<file path="src/rtl/uart_tx_chunk_streamer_pkg.sv">
// Shared definitions for the chunk streamer and the future RX de-chunker:
// FSM state encoding plus header/byte-order mode constants.
package uart_tx_chunk_streamer_pkg;

  localparam int unsigned STATE_W = 3;
  localparam int unsigned GAP_W   = 16;

  typedef enum logic [STATE_W-1:0] {
    ST_IDLE,
    ST_HDR,
    ST_LOAD,
    ST_TRIG,
    ST_WAIT,
    ST_GAP,
    ST_DONE
  } state_t;

  localparam bit HDR_NONE        = 1'b0;
  localparam bit HDR_COUNT       = 1'b1;
  localparam bit ORDER_LSB_FIRST = 1'b0;
  localparam bit ORDER_MSB_FIRST = 1'b1;

endpackage

</file>
<file path="src/rtl/uart_chunk_byte_mux.sv">
// Combinational selection of one byte from the captured chunk buffer;
// out-of-range selects yield 0.
module uart_chunk_byte_mux #(
  parameter int unsigned BUFFER_BYTE_SIZE  = 16,
  parameter int unsigned BUFFER_INDEX_SIZE = 8
) (
  input  logic [BUFFER_BYTE_SIZE*8-1:0]  buffer,
  input  logic [BUFFER_INDEX_SIZE-1:0]   sel,
  output logic [7:0]                     data
);

  always_comb begin
    data = '0;
    for (int unsigned k = 0; k < BUFFER_BYTE_SIZE; k++) begin
      if (sel == BUFFER_INDEX_SIZE'(k)) begin
        data = buffer[8*k +: 8];
      end
    end
  end

endmodule

</file>
<file path="src/rtl/uart_tx_chunk_streamer.sv">
// Captures a whole chunk on a valid/ready handshake and feeds it byte by byte
// to the UART TX, with optional length header, byte order and inter-byte gap.
module uart_tx_chunk_streamer
  import uart_tx_chunk_streamer_pkg::*;
#(
  parameter int unsigned BUFFER_BYTE_SIZE  = 16,
  parameter int unsigned BUFFER_INDEX_SIZE = 8,
  parameter bit          HEADER_ENABLE     = 1'b0,
  parameter bit          MSB_FIRST         = 1'b0,
  parameter int unsigned GAP_CYCLES        = 0
) (
  input  logic                          CLK,
  input  logic                          RST,
  input  logic                          chunk_valid,
  output logic                          chunk_ready,
  input  logic [BUFFER_INDEX_SIZE-1:0]  chunk_byte_size,
  input  logic [BUFFER_BYTE_SIZE*8-1:0] chunk_bytes,
  input  logic                          tx_done,
  output logic                          tx_start,
  output logic [7:0]                    tx_data,
  output logic                          busy,
  output logic                          chunk_sent
);

  localparam logic [BUFFER_INDEX_SIZE-1:0] MAX_N    = BUFFER_INDEX_SIZE'(BUFFER_BYTE_SIZE);
  localparam logic [BUFFER_INDEX_SIZE-1:0] IDX_ONE  = BUFFER_INDEX_SIZE'(1);
  localparam logic [GAP_W-1:0]             GAP_LAST = GAP_W'(GAP_CYCLES - 1);

  state_t                          state_q, state_d;
  logic [BUFFER_BYTE_SIZE*8-1:0]   buffer_q, buffer_d;
  logic [BUFFER_INDEX_SIZE-1:0]    n_q, n_d;
  logic [BUFFER_INDEX_SIZE-1:0]    idx_q, idx_d;
  logic [GAP_W-1:0]                gap_q, gap_d;
  logic                            hdr_q, hdr_d;
  logic                            ready_q, ready_d;
  logic                            busy_q, busy_d;
  logic                            start_q, start_d;
  logic                            sent_q, sent_d;
  logic [7:0]                      data_q, data_d;

  logic [BUFFER_INDEX_SIZE-1:0]    n_in;
  logic [BUFFER_INDEX_SIZE-1:0]    last_idx;
  logic [BUFFER_INDEX_SIZE-1:0]    sel;
  logic [7:0]                      mux_data;

  assign n_in     = (chunk_byte_size > MAX_N) ? MAX_N : chunk_byte_size;
  assign last_idx = n_q - IDX_ONE;
  assign sel      = (MSB_FIRST == ORDER_MSB_FIRST) ? (last_idx - idx_q) : idx_q;

  uart_chunk_byte_mux #(
    .BUFFER_BYTE_SIZE (BUFFER_BYTE_SIZE),
    .BUFFER_INDEX_SIZE(BUFFER_INDEX_SIZE)
  ) u_byte_mux (
    .buffer(buffer_q),
    .sel   (sel),
    .data  (mux_data)
  );

  always_comb begin
    state_d  = state_q;
    buffer_d = buffer_q;
    n_d      = n_q;
    idx_d    = idx_q;
    gap_d    = gap_q;
    hdr_d    = hdr_q;
    ready_d  = ready_q;
    busy_d   = busy_q;
    data_d   = data_q;
    start_d  = 1'b0;
    sent_d   = 1'b0;

    unique case (state_q)
      ST_IDLE: begin
        ready_d = 1'b1;
        if (chunk_valid && ready_q) begin
          buffer_d = chunk_bytes;
          n_d      = n_in;
          idx_d    = '0;
          ready_d  = 1'b0;
          busy_d   = 1'b1;
          if (HEADER_ENABLE == HDR_COUNT) begin
            state_d = ST_HDR;
          end else if (n_in != '0) begin
            state_d = ST_LOAD;
          end else begin
            state_d = ST_DONE;
          end
        end
      end
      ST_HDR: begin
        data_d  = 8'(n_q);
        hdr_d   = 1'b1;
        state_d = ST_TRIG;
      end
      ST_LOAD: begin
        data_d  = mux_data;
        hdr_d   = 1'b0;
        state_d = ST_TRIG;
      end
      ST_TRIG: begin
        start_d = 1'b1;
        state_d = ST_WAIT;
      end
      ST_WAIT: begin
        // First WAIT cycle coincides with the tx_start pulse; a done there is stale.
        if (tx_done && !start_q) begin
          if (hdr_q ? (n_q != '0) : (idx_q != last_idx)) begin
            if (!hdr_q) begin
              idx_d = idx_q + IDX_ONE;
            end
            if (GAP_CYCLES != 0) begin
              gap_d   = '0;
              state_d = ST_GAP;
            end else begin
              state_d = ST_LOAD;
            end
          end else begin
            state_d = ST_DONE;
          end
        end
      end
      ST_GAP: begin
        if (gap_q == GAP_LAST) begin
          state_d = ST_LOAD;
        end else begin
          gap_d = gap_q + GAP_W'(1);
        end
      end
      ST_DONE: begin
        sent_d  = 1'b1;
        busy_d  = 1'b0;
        ready_d = 1'b1;
        idx_d   = '0;
        state_d = ST_IDLE;
      end
      default: begin
        state_d = ST_IDLE;
      end
    endcase
  end

  always_ff @(posedge CLK) begin
    if (RST) begin
      state_q  <= ST_IDLE;
      buffer_q <= '0;
      n_q      <= '0;
      idx_q    <= '0;
      gap_q    <= '0;
      hdr_q    <= 1'b0;
      ready_q  <= 1'b0;
      busy_q   <= 1'b0;
      start_q  <= 1'b0;
      sent_q   <= 1'b0;
      data_q   <= '0;
    end else begin
      state_q  <= state_d;
      buffer_q <= buffer_d;
      n_q      <= n_d;
      idx_q    <= idx_d;
      gap_q    <= gap_d;
      hdr_q    <= hdr_d;
      ready_q  <= ready_d;
      busy_q   <= busy_d;
      start_q  <= start_d;
      sent_q   <= sent_d;
      data_q   <= data_d;
    end
  end

  assign chunk_ready = ready_q;
  assign busy        = busy_q;
  assign tx_start    = start_q;
  assign tx_data     = data_q;
  assign chunk_sent  = sent_q;

endmodule

</file>
<file path="config.mk">
export PLATFORM = sky130hd
export DESIGN_NAME = uart_tx_chunk_streamer
export DESIGN_NICKNAME = d
export VERILOG_FILES = /design/src/rtl/uart_tx_chunk_streamer_pkg.sv /design/src/rtl/uart_chunk_byte_mux.sv /design/src/rtl/uart_tx_chunk_streamer.sv
export SDC_FILE = /design/constraint.sdc
export NUM_CORES = 1
export LEC_CHECK = 0
export BUFFER_PORTS_ARGS = -buffer_cell sky130_fd_sc_hd__buf_2
export CORE_MARGIN = 1
export CORE_UTILIZATION = 35
export CTS_CLUSTER_SIZE = 16
export DETAILED_ROUTE_END_ITERATION = 10
export GPL_ROUTABILITY_DRIVEN = 1
export SKIP_LAST_GASP = 1
export SLEW_MARGIN = 30
export SYNTH_ARGS = -nofsm -noshare
export SYNTH_HDL_FRONTEND = slang
export SYNTH_SLANG_ARGS = --single-unit
</file>
<file path="constraint.sdc">
create_clock -name CLK -period 2.59 [get_ports CLK]
set_input_delay 0 -clock CLK [delete_from_list [all_inputs] [get_ports CLK]]
set_output_delay 0 -clock CLK [all_outputs]
set_load 0.03 [all_outputs]
</file>
==> results of run 1 <==
==> final cells by class <==
class                   instances  share of cell area, %
well taps                     319                   3.37
repair buffers                344                   22.4
multi-input cells             858                   39.0
flip-flops and latches        176                   29.7
inverters                      16                  0.507
clock inverters                10                   1.15
clock buffers                  21                   3.80
==> state kept, by name (all words and copies together) (netlist names) <==
register,cells
state_q,3
gap_q,16
tx_data,8
hdr_q,1
tx_start,1
chunk_sent,1
n_q,8
idx_q,8
buffer_q,128
busy,1
chunk_ready,1
==> synthesized netlist by cell type, types with 4 or more instances <==
| cell type | instances | area, um2 |
|---|---|---|
| sky130_fd_sc_hd__xnor2_1 | 6 | 52.6 |
| sky130_fd_sc_hd__a2111oi_0 | 5 | 43.8 |
| sky130_fd_sc_hd__o221ai_1 | 9 | 78.8 |
| sky130_fd_sc_hd__nor3_1 | 12 | 60.1 |
| sky130_fd_sc_hd__xor2_1 | 19 | 166 |
| sky130_fd_sc_hd__clkbuf_1 | 74 | 278 |
| sky130_fd_sc_hd__a31oi_1 | 11 | 68.8 |
| sky130_fd_sc_hd__dfxtp_1 | 176 | 3520 |
| sky130_fd_sc_hd__inv_1 | 12 | 45.0 |
| sky130_fd_sc_hd__a211oi_1 | 8 | 60.1 |
| sky130_fd_sc_hd__nand3_1 | 25 | 125 |
| sky130_fd_sc_hd__nand2b_1 | 13 | 81.3 |
| sky130_fd_sc_hd__nand4_1 | 9 | 56.3 |
| sky130_fd_sc_hd__or4_1 | 7 | 52.6 |
| sky130_fd_sc_hd__o21ai_0 | 26 | 130 |
| sky130_fd_sc_hd__o31ai_1 | 6 | 45.0 |
| sky130_fd_sc_hd__ha_1 | 7 | 87.6 |
| sky130_fd_sc_hd__nor3b_1 | 6 | 45.0 |
| sky130_fd_sc_hd__or3_1 | 4 | 25.0 |
| sky130_fd_sc_hd__nor2b_1 | 7 | 43.8 |
| sky130_fd_sc_hd__o21ai_1 | 7 | 35.0 |
| sky130_fd_sc_hd__a221o_1 | 5 | 50.1 |
| sky130_fd_sc_hd__nor2_1 | 52 | 195 |
| sky130_fd_sc_hd__a21oi_1 | 185 | 926 |
| sky130_fd_sc_hd__a22oi_1 | 8 | 60.1 |
| sky130_fd_sc_hd__o21a_1 | 4 | 30.0 |
| sky130_fd_sc_hd__and3_1 | 7 | 43.8 |
| sky130_fd_sc_hd__nor4_1 | 7 | 43.8 |
| sky130_fd_sc_hd__nand2_1 | 305 | 1140 |
| sky130_fd_sc_hd__a32oi_1 | 4 | 35.0 |
| sky130_fd_sc_hd__and2_1 | 4 | 25.0 |
| sky130_fd_sc_hd__buf_1 | 7 | 26.3 |
| sky130_fd_sc_hd__nand3b_1 | 9 | 67.6 |
| sky130_fd_sc_hd__o22ai_1 | 9 | 56.3 |
| sky130_fd_sc_hd__buf_2 | 7 | 35.0 |
==> tightest hold or removal path, delay by kind of cell <==
family / cells / cell delay (ns)
AO/OA/AOI/OAI: 1 / 0.09
AND/OR/NAND/NOR: 2 / 0.21
buffers and inverters: 1 / 0.10
==> power by group through the flow <==
stage | sequential, mW | combinational [mW] | clock (mW)
6_report | 3.15 | 1.41 | 2.61
5_1_grt | 3.17 | 1.56 | 2.76
3_3_place_gp | 3.21 | 1.23 | 0
2_1_floorplan | 3.17 | 0.771 | 0
4_1_cts | 3.14 | 1.40 | 2.66
3_5_place_dp | 3.20 | 1.24 | 0
==> kinds of logic (layout without fill, tap and decap cells) <==
family,Yosys count,count (layout),synth area share [%]
buffers and inverters,107,391,5.06
AO/OA/AOI/OAI,330,330,23.5
flip-flops,176,176,41.2
multiplexers,2,2,0.234
AND/OR/NAND/NOR,494,494,26.4
adder cells (fa/ha/maj),7,7,1.02
XOR/XNOR,25,25,2.56
==> stage by stage <==
step | std cells | setup TNS (ns)
2_1_floorplan | 1141 | 0
3_3_place_gp | 1579 | -0.0777
3_5_place_dp | 1579 | -0.160
4_1_cts | 1744 | 0
5_1_grt | 1744 | 0
6_report | 1744 | 0
==> what timing repair did <==
item	in CTS	in global routing
endpoints found under the setup margin	1	6
endpoints found under the hold margin	138	0
hold buffers	134	0
buffers inserted	0	0
resized for setup	2	3
==> placed cells by master (no fill, tap or decap), drive strengths merged, types with 19 or more instances in the layout <==
master / instances
a21oi: 186
buf: 210
clkbuf: 21
dfxtp: 176
dlygate4sd3: 134
nand2: 305
nand3: 25
nor2: 56
o21ai: 33
xor2: 19
==> layer usage <==
layer | vias up | track usage [%] | share of wire [%]
met1 | 4226 | 30.5 | 45
met2 | 289 | 38.5 | 47
li1 | 4529 | - | -
met4 | 0 | 8.29 | 2.3
met3 | 42 | 3.84 | 5.4
met5 | - | 0 | 0
==> how the worst min path moves through the flow <==
stage / startpoint / endpoint / slack, ns
floorplan: chunk_bytes[118] / buffer_q[118] / 0.14
global placement: chunk_bytes[8] / buffer_q[8] / 0.24
detailed placement: chunk_bytes[28] / buffer_q[28] / 0.25
CTS: tx_done / state_q[1] / 0.007
global route: tx_done / state_q[1] / 0.02
finish: tx_done / state_q[1] / 0.02
==> insert_results.sql, run 1 <==
INSERT INTO impl_metrics (metric_group, metric, value, unit) VALUES
('cts', 'worstSkewPairLatency', '0.43', 'ns'),
('setup_path', 'worstPathBufferInverterCount', '2', ''),
('synthesis', 'yosys.cell_types.count', '75', ''),
('setup_path', 'setup.worst_path.end_class', 'register', ''),
('setup_path', 'worstSetupPathDepth', '9', ''),
('detailed_routing', 'detailroute.via_count', '9086', ''),
('cts', 'worst_setup_hold_path_clk_slew', '0.06', 'ns'),
('sta', 'timing.final.setup_violations', '0', ''),
('grt', 'maximum_number_of_pins_on_one_net_before_global_route_repair', '170', ''),
('setup_path', 'cp.required', '2.95', 'ns'),
('power', 'p_leak', '4.50', 'nW'),
('placed_design', 'post_place_cell_area', '9910', 'um2'),
('sta', 'rsz0062_at_grt', 'false', ''),
('grt', 'grt_util_all_layers', '23.3', '%'),
('placed_design', 'place_hpwl', '20.0', 'mm'),
('setup_path', 'rr_endpoint', 'tx_data[3]', ''),
('cells_and_area', 'antennaDiodeCount', '0', ''),
('floorplanning', 'design.core.area', '23800', 'um2'),
('grt', 'grt_antenna_before_repair', '0', ''),
('detailed_routing', 'finalWirelength', '28.7', 'mm'),
('floorplanning', 'io_pins', '152', ''),
('setup_path', 'timing.critical_path.to', 'tx_data[3]', ''),
('sta', 'post-route-worst-setup-slack', '0.156', 'ns'),
('cts', 'clock_sink_count', '176', ''),
('setup_path', 'worst-r2r-setup-slack', '0.16', 'ns'),
('setup_path', 'critPathKind', 'reg -> reg', ''),
('placed_design', 'place.gp.congestion', '0.921', ''),
('cells_and_area', 'layout.cell_area.non_filler', '11800', 'um2'),
('synthesis', 'async_reset_ff_share', '0', '%'),
('floorplanning', 'die_h', '158', 'um'),
('setup_path', 'number_of_cells_on_the_worst_reg_to_reg_path', '9', ''),
('sta', 'slew_headroom', '41.5', '%'),
('detailed_routing', 'remaining_drc_errors', '0', ''),
('setup_path', 'arrival', '2.80', 'ns'),
('setup_path', 'worst_setup_path_startpoint', 'idx_q[1]', ''),
('placed_design', 'io_buffer_count', '151', ''),
('setup_path', 'cp_max_fo', '17', ''),
('grt', 'grt_first_pass_wirelength', '44.9', 'mm'),
('power', 'netSwitchingPower', '2.05', 'mW'),
('sta', 'finalHoldViolations', '0', ''),
('floorplanning', 'die_width', '158', 'um'),
('setup_path', 'startpoint_type', 'register', ''),
('cells_and_area', 'multi_input_comb_area', '4620', 'um2'),
('cts', 'tritoncts_clock_tree', 'done', ''),
('sta', 'timing.fmax', '411', 'MHz'),
('run_status', 'run_status', 'finished clean', ''),
('grt', 'grt.overflow.total', '0', ''),
('detailed_routing', 'route.detailed.vias_per_inst', '5.21', ''),
('floorplanning', 'dieArea', '25100', 'um2'),
('power', 'power.combinational.fraction', '19.6', '%'),
('synthesis', 'seq_area_frac_synth', '41.2', '%'),
('detailed_routing', 'detail-route-antenna-nets', '0', ''),
('power', 'totalPowerFinal', '7.16', 'mW'),
('setup_path', 'timing.rr.start', 'idx_q[1]', ''),
('cts', 'numCtsBuffers', '17', ''),
('detailed_routing', 'route.detailed.wl_per_inst', '16.5', 'um'),
('power', 'p_sw_share', '28.7', '%'),
('cts', 'cts-root-buf', 'sky130_fd_sc_hd__clkbuf_16', ''),
('power', 'cellPowerDensity', '604', 'nW/um2'),
('sta', 'clock-skew-final', '0.00675', 'ns'),
('sta', 'finalWorstPathRequiredPeriod', '2.43', 'ns'),
('synthesis', 'syn-instance-count', '1141', ''),
('sta', 'final-max-slew-violation-count', '0', ''),
('setup_path', 'cell_breakdown_of_the_critical_path', 'inv_1, ha_2, buf_12, nand2b_1, o41ai_1, o311ai_1, a221o_1, o211ai_1, o2bb2ai_1', ''),
('synthesis', 'syn_area', '8560', 'um2'),
('synthesis', 'synth_ff_type', 'sky130_fd_sc_hd__dfxtp_1', ''),
('sta', 'worstMarginPinSlew', '0.856', 'ns'),
('detailed_routing', 'drt-initial-drc-count', '769', ''),
('placed_design', 'minimum_setup_slack_after_placement', '-0.160', 'ns'),
('power', 'cellInternalPower', '5.10', 'mW'),
('synthesis', 'yosysWarningCount', '0', '');
Note: power is estimated with default switching activity, not from simulation.
==> run 2, diff against run 1 <==
clock period = 2.55 ns   (was 2.59 ns; I/O delays follow)
==> insert_results.sql, run 2 (same netlist as run 1, synthesis figures left out) <==
INSERT INTO impl_metrics (metric_group, metric, value, unit) VALUES
('run_status', 'run_status', 'finished clean', ''),
('power', 'netSwitchingPower', '2.18', 'mW'),
('detailed_routing', 'route.detailed.vias_per_inst', '5.20', ''),
('setup_path', 'arrival', '2.72', 'ns'),
('placed_design', 'place_hpwl', '20.0', 'mm'),
('detailed_routing', 'finalWirelength', '29.0', 'mm'),
('hold_path', 'hold_path_startpoint', 'chunk_byte_size[5]', ''),
('power', 'totalPowerFinal', '7.23', 'mW'),
('power', 'cellPowerDensity', '612', 'nW/um2'),
('setup_path', 'cp_max_fo', '19', ''),
('cells_and_area', 'top_register', 'buffer_q', ''),
('sta', 'clock-skew-final', '0.0123', 'ns'),
('cells_and_area', 'fin_nets', '1561', ''),
('sta', 'final-max-slew-violation-count', '0', ''),
('cts', 'numCtsBuffers', '17', ''),
('grt', 'grt_first_pass_wirelength', '45.2', 'mm'),
('cells_and_area', 'antennaDiodeCount', '0', ''),
('sta', 'slew_headroom', '42.5', '%'),
('setup_path', 'critPathKind', 'reg -> reg', ''),
('cts', 'worstSkewPairLatency', '0.44', 'ns'),
('detailed_routing', 'detail-route-antenna-nets', '0', ''),
('sta', 'timing.final.setup_violations', '0', ''),
('cells_and_area', 'final_layout_size_suffix_gt1_share', '18.6', '%'),
('cts', 'tritoncts_clock_tree', 'done', ''),
('power', 'cellInternalPower', '5.05', 'mW'),
('power', 'power_frac_clock', '36.5', '%'),
('sta', 'finalWorstPathRequiredPeriod', '2.41', 'ns'),
('cts', 'cts-root-buf', 'sky130_fd_sc_hd__clkbuf_16', ''),
('grt', 'grt_pass1_vias', '8596', ''),
('sta', 'post-route-period-util', '94.5', '%'),
('grt', 'grt_antenna_before_repair', '0', ''),
('grt', 'grt.overflow.total', '0', ''),
('cells_and_area', 'layout.cell_area.non_filler', '11800', 'um2'),
('floorplanning', 'std_cell_rows', '56', ''),
('sta', 'final.hold.worst_slack', '0.0118', 'ns'),
('power', 'p_sw_share', '30.1', '%'),
('cells_and_area', 'reg_top3', 'buffer_q (128), gap_q (16)', ''),
('floorplanning', 'initial_utilization', '36.0', '%'),
('cells_and_area', 'final_common_cell', 'sky130_fd_sc_hd__nand2_1', ''),
('floorplanning', 'die_h', '158', 'um'),
('cts', 'cts.htree.levels', '4', ''),
('placed_design', 'place.gp.congestion', '0.951', ''),
('job', 'maxCapViolations', '0', ''),
('cells_and_area', 'layout.cells.most_common_list', 'sky130_fd_sc_hd__nand2_1 (305), sky130_fd_sc_hd__a21oi_1 (185), sky130_fd_sc_hd__dfxtp_1 (176)', ''),
('cells_and_area', 'area_delta_synth_final', '38.1', '%'),
('floorplanning', 'io_pins', '152', ''),
('cts', 'worst_setup_hold_path_clk_slew', '0.07', 'ns'),
('setup_path', 'startpoint_type', 'register', ''),
('cts', 'clock_sink_count', '176', ''),
('power', 'power.combinational.fraction', '19.3', '%'),
('setup_path', 'number_of_cells_on_the_worst_reg_to_reg_path', '9', ''),
('grt', 'grt_util_all_layers', '23.4', '%'),
('power', 'seq_power_share', '44.3', '%'),
('sta', 'timing.fmax', '415', 'MHz'),
('setup_path', 'worst-r2r-setup-slack', '0.14', 'ns'),
('power', 'p_leak', '4.47', 'nW'),
('placed_design', 'post_place_cell_area', '9830', 'um2'),
('hold_path', 'worst_hold_path.endpoint', 'n_q[3]', ''),
('detailed_routing', 'route.detailed.wl_per_inst', '16.6', 'um'),
('cells_and_area', 'multi_input_comb_area', '4640', 'um2'),
('hold_path', 'worstHoldPathType', 'in -> reg', ''),
('cts', 'post-cts-setup-buffer-count', '0', ''),
('detailed_routing', 'drt_pass1_iterations', '5', ''),
('hold_path', 'worst_hold_path.num_cells', '5', ''),
('floorplanning', 'design.core.area', '23800', 'um2'),
('setup_path', 'cp.required', '2.86', 'ns'),
('sta', 'finalHoldViolations', '0', ''),
('floorplanning', 'dieArea', '25100', 'um2'),
('cts', 'max-clock-path-buffers', '2', ''),
('sta', 'post-route-worst-setup-slack', '0.141', 'ns'),
('cells_and_area', 'layout.filler_cells', '2300', ''),
('detailed_routing', 'drt-initial-drc-count', '677', ''),
('setup_path', 'rr_endpoint', 'tx_data[6]', ''),
('placed_design', 'io_buffer_count', '151', ''),
('sta', 'worstMarginPinSlew', '0.840', 'ns'),
('floorplanning', 'die_width', '158', 'um'),
('cells_and_area', 'regArea', '3520', 'um2'),
('cells_and_area', 'largest_register_ff_count', '128', ''),
('grt', 'maximum_number_of_pins_on_one_net_before_global_route_repair', '74', ''),
('sta', 'rsz0062_at_grt', 'true', ''),
('setup_path', 'timing.rr.start', 'idx_q[1]', ''),
('detailed_routing', 'detailroute.via_count', '9071', ''),
('placed_design', 'minimum_setup_slack_after_placement', '-0.0889', 'ns'),
('power', 'ir_drop', '0.372', 'mV'),
('detailed_routing', 'remaining_drc_errors', '0', ''),
('setup_path', 'setup.worst_path.end_class', 'register', '');
-- run 2: worst max-delay path: stages, from the launching register on --
cell and delay, ns:
sky130_fd_sc_hd__dfxtp_1 0.42, sky130_fd_sc_hd__inv_1 0.10, sky130_fd_sc_hd__ha_1 0.33, sky130_fd_sc_hd__buf_12 0.21
sky130_fd_sc_hd__a21oi_1 0.14, sky130_fd_sc_hd__a32oi_1 0.07, sky130_fd_sc_hd__o311ai_1 0.30, sky130_fd_sc_hd__nand2_1 0.16
sky130_fd_sc_hd__a2111oi_4 0.43, sky130_fd_sc_hd__o22ai_1 0.11
-- run 2: final cells by class --
type / count / area share (%)
clock inverters: 15 / 1.34
well taps: 319 / 3.38
inverters: 16 / 0.508
multi-input cells: 858 / 39.3
repair buffers: 345 / 22.1
clock buffers: 17 / 3.60
flip-flops and latches: 176 / 29.8
-- run 2: power groups by stage --
stage	registers [mW]	clock network, mW	logic [mW]
floorplan	3.22	0	0.783
global placement	3.26	0	1.21
detailed placement	3.26	0	1.22
CTS	3.20	2.68	1.38
global route	3.22	2.78	1.55
finish	3.20	2.64	1.39
-- run 2: what timing repair did --
action	CTS	global route
endpoints found under the setup margin	1	6
resized for setup	2	4
pin swaps	0	0
hold buffers	137	0
hold endpoints to repair	149	0
-- run 2: worst max path at each step --
stage	to	slack, ns	startpoint
2_1_floorplan	tx_data[6]	0.44	idx_q[1]
3_3_place_gp	tx_data[6]	-0.02	idx_q[1]
3_5_place_dp	tx_data[6]	-0.09	idx_q[1]
4_1_cts	tx_data[4]	0.1	idx_q[1]
5_1_grt	tx_data[6]	-0.05	idx_q[1]
6_report	tx_data[6]	0.14	idx_q[1]
-- run 2: metal layers --
layer	global-route usage [%]	wire length (um)	vias up
met5	0	0	-
met4	6.96	410	0
met3	4.06	1620	34
met2	39.7	14000	280
met1	30.3	13000	4232
li1	-	-	4525
-- run 2: through the flow --
stage	util, %	setup TNS (ns)	instances
after floorplan	-	0	1141
after detailed placement	41.4	-0.0889	1577
after CTS	49.6	0	1746
after global placement	41.4	-0.0150	1577
final	49.8	0	1746
after global routing	49.8	-0.0587	1746
==> run 3, diff against run 2 <==
CORE_UTILIZATION = 56   (was 35)
PLACE_DENSITY = 0.8   (was default)
==> insert_results.sql, run 3 (same netlist as run 1, synthesis figures left out) <==
INSERT INTO impl_metrics (metric_group, metric, value, unit) VALUES
('cells_and_area', 'antennaDiodeCount', '0', ''),
('sta', 'worstMarginPinSlew', '0.949', 'ns'),
('cts', 'cts-root-buf', 'sky130_fd_sc_hd__clkbuf_16', ''),
('placed_design', 'io_buffer_count', '151', ''),
('grt', 'maximum_number_of_pins_on_one_net_before_global_route_repair', '94', ''),
('sta', 'slew_headroom', '36.7', '%'),
('setup_path', 'worstPathBufferInverterCount', '1', ''),
('floorplanning', 'die_h', '126', 'um'),
('setup_path', 'number_of_cells_on_the_worst_reg_to_reg_path', '6', ''),
('cts', 'max-clock-path-buffers', '2', ''),
('sta', 'rsz0062_at_grt', 'false', ''),
('sta', 'setup_tns', '0', 'ns'),
('sta', 'final-max-slew-violation-count', '0', ''),
('cells_and_area', 'final_layout_size_suffix_gt1_share', '18.2', '%'),
('cts', 'worstSkewPairLatency', '0.44', 'ns'),
('sta', 'finalHoldViolations', '0', ''),
('setup_path', 'timing.critical_path.to', 'tx_data[4]', ''),
('cells_and_area', 'largest_register_ff_count', '128', ''),
('setup_path', 'critPathKind', 'reg -> reg', ''),
('setup_path', 'rr_endpoint', 'tx_data[4]', ''),
('cts', 'cts.htree.levels', '4', ''),
('job', 'maxCapViolations', '0', ''),
('grt', 'grt_pass1_vias', '9603', ''),
('setup_path', 'largest_stage_delay_on_the_critical_path', '0.70', 'ns'),
('hold_path', 'worstHoldPathType', 'in -> reg', ''),
('grt', 'grt.overflow.total', '0', ''),
('run_status', 'run_status', 'finished with violations', ''),
('sta', 'finalWorstPathRequiredPeriod', '2.46', 'ns'),
('sta', 'post-route-period-util', '96.5', '%'),
('floorplanning', 'std_cell_rows', '44', ''),
('setup_path', 'worstSetupPathDepth', '6', ''),
('cts', 'worst_setup_hold_path_clk_slew', '0.07', 'ns'),
('cts', 'tritoncts_clock_tree', 'done', ''),
('sta', 'clock-skew-final', '0.00954', 'ns'),
('sta', 'timing.final.setup_violations', '0', ''),
('detailed_routing', 'detail-route-antenna-nets', '0', ''),
('sta', 'final.hold.worst_slack', '0.0110', 'ns'),
('setup_path', 'cell_breakdown_of_the_critical_path', 'ha_1, buf_12, nand2_1, o22ai_1, a2111oi_0, and3_1', ''),
('sta', 'timing.fmax', '406', 'MHz'),
('detailed_routing', 'finalWirelength', '31.0', 'mm'),
('floorplanning', 'initial_utilization', '58.2', '%'),
('cts', 'numCtsBuffers', '17', ''),
('cells_and_area', 'layout.cells.most_common_list', 'sky130_fd_sc_hd__nand2_1 (305), sky130_fd_sc_hd__a21oi_1 (185), sky130_fd_sc_hd__dfxtp_1 (176)', ''),
('cells_and_area', 'layout.filler_cells', '981', ''),
('setup_path', 'timing.rr.start', 'idx_q[0]', ''),
('setup_path', 'worst-r2r-setup-slack', '0.09', 'ns'),
('setup_path', 'arrival', '2.84', 'ns'),
('cells_and_area', 'final_common_cell', 'sky130_fd_sc_hd__nand2_1', ''),
('setup_path', 'cp_max_fo', '39', ''),
('cells_and_area', 'fin_nets', '1554', ''),
('setup_path', 'worst_setup_path_startpoint', 'idx_q[0]', ''),
('detailed_routing', 'remaining_drc_errors', '4', ''),
('power', 'p_leak', '4.44', 'nW'),
('detailed_routing', 'route.detailed.wl_per_inst', '19.3', 'um'),
('detailed_routing', 'route.detailed.vias_per_inst', '6.03', ''),
('grt', 'grt_first_pass_wirelength', '48.7', 'mm'),
('grt', 'grt_antenna_before_repair', '0', ''),
('setup_path', 'cp.required', '2.93', 'ns'),
('cells_and_area', 'top_register', 'buffer_q', ''),
('detailed_routing', 'detailroute.via_count', '9678', ''),
('floorplanning', 'die_width', '126', 'um'),
('placed_design', 'place_hpwl', '18.9', 'mm'),
('floorplanning', 'dieArea', '15800', 'um2'),
('setup_path', 'startpoint_type', 'register', ''),
('floorplanning', 'design.core.area', '14700', 'um2'),
('setup_path', 'setup.worst_path.end_class', 'register', ''),
('hold_path', 'worst_hold_path.num_cells', '5', ''),
('detailed_routing', 'drt-initial-drc-count', '974', ''),
('power', 'cellPowerDensity', '636', 'nW/um2'),
('cts', 'clock_sink_count', '176', ''),
('power', 'ir_drop', '0.509', 'mV'),
('setup_path', 'critPathTopFamily', 'compound AO/OA/AOI/OAI gates', ''),
('cells_and_area', 'reg_top3', 'buffer_q (128), gap_q (16)', ''),
('run_status', 'failing_checks', 'DRC', ''),
('floorplanning', 'io_pins', '152', ''),
('grt', 'grt_util_all_layers', '39.4', '%'),
('setup_path', 'critPathSlowestCell', 'sky130_fd_sc_hd__a2111oi_0', ''),
('placed_design', 'place.gp.congestion', '1.02', ''),
('detailed_routing', 'drt_pass1_iterations', '11', ''),
('cells_and_area', 'area_delta_synth_final', '35.7', '%');
==> run 3: worst min path at each step <==
stage	start	to	slack, ns
after floorplan	chunk_bytes[118]	buffer_q[118]	0.14
after global placement	chunk_bytes[124]	buffer_q[124]	0.24
after detailed placement	chunk_bytes[77]	buffer_q[77]	0.25
after CTS	chunk_byte_size[5]	n_q[2]	0.002
after global routing	chunk_byte_size[5]	n_q[2]	0.01
final	chunk_byte_size[5]	n_q[1]	0.01
==> run 3: power by group <==
part / switching [mW] / internal (mW) / total (mW) / leakage (nW)
Clock: 1.18 / 1.56 / 2.74 / 0.289
Sequential: 0.218 / 2.99 / 3.21 / 1.43
Combinational: 0.831 / 0.601 / 1.43 / 2.72
Total: 2.23 / 5.15 / 7.38 / 4.44
==> run 3: final cells by class <==
class | instances | area [um2] | share of cell area (%)
Multi-Input combinational cell | 858 | 4630 | 39.8
Clock inverter | 14 | 181 | 1.56
Timing Repair Buffer | 338 | 2560 | 22.1
Sequential cell | 176 | 3520 | 30.3
Inverter | 16 | 60.1 | 0.517
Tap cell | 184 | 230 | 1.98
Clock buffer | 18 | 429 | 3.69
==> run 3: what timing repair did <==
item                                    4_1_cts  5_1_grt
endpoints found under the setup margin        0        4
gates resized for setup                       0        4
hold endpoints to repair                    139        0
buffers inserted                              0        0
hold buffers                                136        0
==> run 3: metal layers <==
metal | wire [um] | vias up | track usage (%)
li1 | - | 4520 | -
met1 | 12400 | 4513 | 46.2
met2 | 15000 | 535 | 68.0
met3 | 2340 | 110 | 9.30
met4 | 1280 | 0 | 18.7
met5 | 0 | - | 0
==> run 3: tightest hold or removal path: stages <==
cell and delay [ns]:
sky130_fd_sc_hd__buf_2 0.07, sky130_fd_sc_hd__nor4_1 0.03, sky130_fd_sc_hd__buf_4 0.15, sky130_fd_sc_hd__nand3_1 0.09, sky130_fd_sc_hd__a21oi_1 0.06
==> run 3: through the flow <==
stage / setup WS (ns) / utilization [%] / std cells / instance area, um2 / power [mW]
after floorplan: 0.436 / - / 1141 / 8560 / 4.00
after global placement: 0.156 / 65.5 / 1436 / 9630 / 4.43
after detailed placement: 0.0524 / 65.5 / 1436 / 9630 / 4.45
after CTS: 0.0331 / 78.9 / 1604 / 11600 / 7.28
after global routing: 0.00474 / 79.0 / 1604 / 11600 / 7.66
final: 0.0890 / 79.0 / 1604 / 11600 / 7.38
